==> src/rtl/csa_mul_pkg.sv <==
// Shared definitions for the carry-save sequential multiplier:
// FSM state encoding and the default operand widths.
package csa_mul_pkg;

  typedef enum logic [1:0] {
    IDLE     = 2'd0,
    COMPRESS = 2'd1,
    RESOLVE  = 2'd2,
    DONE     = 2'd3
  } state_t;

  localparam int A_W_DEF = 8;
  localparam int B_W_DEF = 16;

endpackage

==> src/rtl/compressor3to2.sv <==
// Single-bit 3:2 compressor (full adder without carry chaining).
module compressor3to2 (
  input  logic x,
  input  logic y,
  input  logic z,
  output logic s,
  output logic c
);

  assign s = x ^ y ^ z;
  assign c = (x & y) | (x & z) | (y & z);

endmodule

==> src/rtl/csa_row.sv <==
// One combinational carry-save row: folds a partial product into the
// redundant (sum, carry) pair. The carry out of the MSB position is
// discarded by the shift; it is always zero for in-range operands.
module csa_row #(
  parameter int W = 24
) (
  input  logic [W-1:0] sum,
  input  logic [W-1:0] carry,
  input  logic [W-1:0] pp,
  output logic [W-1:0] sum_next,
  output logic [W-1:0] carry_next
);

  logic [W-1:0] maj;

  for (genvar i = 0; i < W; i++) begin : g_bit
    compressor3to2 u_cmp (
      .x (sum[i]),
      .y (carry[i]),
      .z (pp[i]),
      .s (sum_next[i]),
      .c (maj[i])
    );
  end

  assign carry_next = maj << 1;

endmodule

==> src/rtl/csa_mul_seq.sv <==
// Sequential shift-and-add multiplier that accumulates partial products in
// carry-save form (one compressor row per cycle) and resolves the redundant
// pair with a single carry-propagate add at the end.
// Optional build macro CSA_MUL_EARLY_EXIT_EN: leave the compress phase as
// soon as no set multiplier bits remain (at least one compress cycle).
module csa_mul_seq
  import csa_mul_pkg::*;
#(
  parameter int A_W = A_W_DEF,
  parameter int B_W = B_W_DEF
) (
  input  logic               clk,
  input  logic               reset,
  input  logic               start,
  input  logic [A_W-1:0]     a,
  input  logic [B_W-1:0]     b,
  output logic               busy,
  output logic               done,
  output logic [A_W+B_W-1:0] product
);

  localparam int PW    = A_W + B_W;
  localparam int CNT_W = $clog2(A_W + 1);

  state_t           state, state_next;
  logic [A_W-1:0]   a_reg;
  logic [B_W-1:0]   b_reg;
  logic [PW-1:0]    sum, carry;
  logic [PW-1:0]    sum_next, carry_next;
  logic [PW-1:0]    b_ext, pp;
  logic [CNT_W-1:0] count;
  logic             a_bit;
  logic             last_cycle;

  // Partial product for the current multiplier bit.
  assign a_bit = ((a_reg >> count) & A_W'(1)) != '0;
  assign b_ext = {{A_W{1'b0}}, b_reg};
  assign pp    = a_bit ? (b_ext << count) : '0;

`ifdef CSA_MUL_EARLY_EXIT_EN
  assign last_cycle = ((a_reg >> (count + 1'b1)) == '0) || (count == CNT_W'(A_W - 1));
`else
  assign last_cycle = (count == CNT_W'(A_W - 1));
`endif

  csa_row #(
    .W (PW)
  ) u_row (
    .sum        (sum),
    .carry      (carry),
    .pp         (pp),
    .sum_next   (sum_next),
    .carry_next (carry_next)
  );

  // State register.
  always_ff @(posedge clk) begin
    if (reset) state <= IDLE;
    else       state <= state_next;
  end

  // Next-state decode and status outputs.
  always_comb begin
    state_next = state;
    busy       = 1'b1;
    done       = 1'b0;
    case (state)
      IDLE: begin
        busy = 1'b0;
        if (start) state_next = COMPRESS;
      end
      COMPRESS: if (last_cycle) state_next = RESOLVE;
      RESOLVE:  state_next = DONE;
      DONE: begin
        done       = 1'b1;
        state_next = IDLE;
      end
      default:  state_next = IDLE;
    endcase
  end

  // Operand capture, carry-save accumulation and final resolve.
  always_ff @(posedge clk) begin
    if (reset) begin
      sum     <= '0;
      carry   <= '0;
      count   <= '0;
      product <= '0;
    end else begin
      case (state)
        IDLE: begin
          if (start) begin
            a_reg <= a;
            b_reg <= b;
            sum   <= '0;
            carry <= '0;
            count <= '0;
          end
        end
        COMPRESS: begin
          sum   <= sum_next;
          carry <= carry_next;
          count <= count + 1'b1;
        end
        RESOLVE: product <= sum + carry;
        default: ;
      endcase
    end
  end

endmodule

==> config.mk <==
export PLATFORM = sky130hd
export DESIGN_NAME = csa_mul_seq
export DESIGN_NICKNAME = d
export VERILOG_FILES = /design/src/rtl/csa_mul_pkg.sv /design/src/rtl/compressor3to2.sv /design/src/rtl/csa_row.sv /design/src/rtl/csa_mul_seq.sv
export SDC_FILE = /design/constraint.sdc
export NUM_CORES = 1
export LEC_CHECK = 0
export ABC_AREA = 1
export CAP_MARGIN = 20
export CORE_MARGIN = 4
export CORE_UTILIZATION = 59
export CTS_CLUSTER_SIZE = 14
export DETAILED_ROUTE_END_ITERATION = 8
export PLACE_DENSITY = 0.81
export SYNTH_ARGS = -nofsm -noshare
export SYNTH_HDL_FRONTEND = slang
export SYNTH_SLANG_ARGS = --single-unit
==> constraint.sdc <==
create_clock -name clk -period 3.55 [get_ports clk]
set_input_delay 0.8875 -clock clk [delete_from_list [all_inputs] [get_ports clk]]
set_output_delay 0.8875 -clock clk [all_outputs]
set_load 0.005 [all_outputs]
==> results.ini <==
[run_status]
status=complete, no violations

[detailed_routing]
wl_per_cell_um=12.88
antenna_left=0
vias_per_cell=5.134
drtIter0Drc=402
num_vias=5776
drc=0
wl_um=14490
dr.pass1.iters=6

[sta]
setup_slack_ps=948.9
fin_worst_skew_ps=20.82
fin_setup_tns_ps=0
slew-limit-headroom_pct=45.37
max_freq_mhz=384.5
setup_viol=0
rsz0062_at_grt=no
finalCritPeriodShare_pct=73.27
report.final.hold_viol_count=0
fin_crit_ps=2601
worst_slew_pin_slew_ps=819.4
finalMaxSlewViolations=0
hold_slack_ps=468.9

[critical_path]
cp-end-kind=flip-flop
critPathKind=flip-flop to flip-flop
critPathMaxStageDelay_ps=520
crit_top_cell=o22ai_1
worstSetupStartpointType=flip-flop
crit_chain=inv_2, o21ai_1, o22ai_1, nand3_1, nand2_4, o21ai_0, fa_1, o22ai_1, inv_1, nor2_1
crit_required_ps=3810
worstPathArrival_ps=2860
cp_slowest_cell=dfxtp_1
worstPathMaxFanout=23

[place]
preCtsSetupSlack_ps=990.6
gp_congestion=0.9493
io_buffers=52
placed_cells=1109
hpwl_um=11240

[clock_tree]
clockBufferDepth=2
clk_pin_slew_worst_paths_ps=120
worst_skew_pair.late_latency_ps=390
hold_buffers=0
h-tree-depth=3
cts_tree=built
cts_root_buf=clkbuf_8
cts_resized=0
cts_setup_buffers=0
cts_num_sinks=101
numCtsBuffers=9

[final_layout]
drive_gt1_share_pct=5.076
largestRegisters=product x24, sum x24, carry x23
layout.cells.non_filler=1125
diodes=0
syn2layout_area_growth_pct=11.00
fin_nets=1058

[floorplan]
rows=38
core-area_um2=10890
dieArea_um2=12960
ios=53
die_x_um=113.9
die_h_um=113.9
initial_core_util_pct=60.72

[yosys]
yosys.area.top_type=dfxtp_1
yosysMostFrequentCell=nand2_1
synth_area_um2=6611
synth_top_cells_by_area=dfxtp_1 23%, nand2_1 12%, inv_1 11%, edfxtp_1 11%, nor2_1 7.7%
ys_seq_area_share_pct=34.22
avgSynthCellArea_um2=7.004
synth-main-ff-cell=dfxtp_1
ys_types=41
netlist.area_leader.share_pct=23.32
syn_nets=1022
synth_edf_count=24
yosysWarnings=0
ys_ff_latch=101
synthTopCellsByCount=219 x nand2_1, 194 x inv_1, 135 x nor2_1
syn_inst=944
synth-async-reset-ratio_pct=0

[run]
maxCapViolCount=0

[min_path]
hp-class=flip-flop to flip-flop

[global_routing]
grt_max_degree=47
grt_pass1_wl_um=25390
grt_pass1_vias=5553
overflow=0
antenna_found_initial=0
track_usage_pct=24.10

[power_and_ir_drop]
power_density_nw_per_um2=498.2
p_leak_nw=3.237
p_total_mw=3.656
worst_ir_drop_vdd_v=0.0003519

cell usage in the layout (no fill, tap or decap), types with 4 or more instances in the layout:
cell,instances
a21oi_1,19
buf_4,6
clkbuf_8,9
clkdlybuf4s50_1,51
dfxtp_1,77
edfxtp_1,24
fa_1,23
ha_1,28
inv_1,194
inv_2,5
mux2i_1,5
nand2_1,219
nand3_1,34
nand3_2,5
nand4_1,5
nor2_1,134
nor2_2,4
nor3_1,9
o21ai_0,25
o21ai_1,23
o22ai_1,44
xor2_1,8
worst max-delay path: cells and delay by family (launching register included):
kind	cells	cell delay, ps
and+or+nand+nor	3	470
AOI/OAI and AO/OA	4	520
buffers and inverters	2	430
adders and majority gates	1	520
DFF	1	520
power by group:
part           total, mW  switching (mW)  internal (mW)
sequential          1.45           0.102           1.34
clock              0.724           0.451          0.273
combinational       1.49           0.916          0.570
per-stage QoR:
| stage | utilization [%] | cell area, um2 |
|---|---|---|
| floorplan | - | 6611 |
| global placement | 65.66 | 7149 |
| detailed placement | 65.66 | 7149 |
| CTS | 67.40 | 7338 |
| global route | 67.40 | 7338 |
| finish | 67.40 | 7338 |
metal layers:
layer  vias to the layer above  global-route usage, %  wire length (um)
met3                        15                  4.881               721
met1                      2635                  31.87              6533
met2                       136                  41.46              7070
li1                       2990                      -                 -
met4                         0                  4.513               159
met5                         -                      0                 0
final timing paths:
| kind | slack (ps) | cells past startpoint | to | start |
|---|---|---|---|---|
| max | 950 | 10 | sum[4] | count[1] |
| min | 470 | 2 | product[0] | product[0] |
| max reg2reg | 950 | 10 | sum[4] | count[1] |
| min reg2reg | 470 | 2 | product[0] | product[0] |
layout make-up:
class	count	area [um2]
Clock buffer	9	123.9
Sequential cell	101	2262
Timing Repair Buffer	58	560.5
Clock inverter	7	65.06
Tap cell	140	175.2
Multi-Input combinational cell	611	3405
Fill cell	960	3550
Inverter	199	747.0
cells by family after synthesis:
family | share of synthesized area [%]
AO/OA/AOI/OAI | 10.94
XOR/XNOR | 1.325
adder cells (fa/ha/maj) | 12.26
buffers and inverters | 14.33
flip-flops | 34.22
multiplexers | 0.7570
AND/OR/NAND/NOR | 26.17
Note: power is estimated with default switching activity, not from simulation.
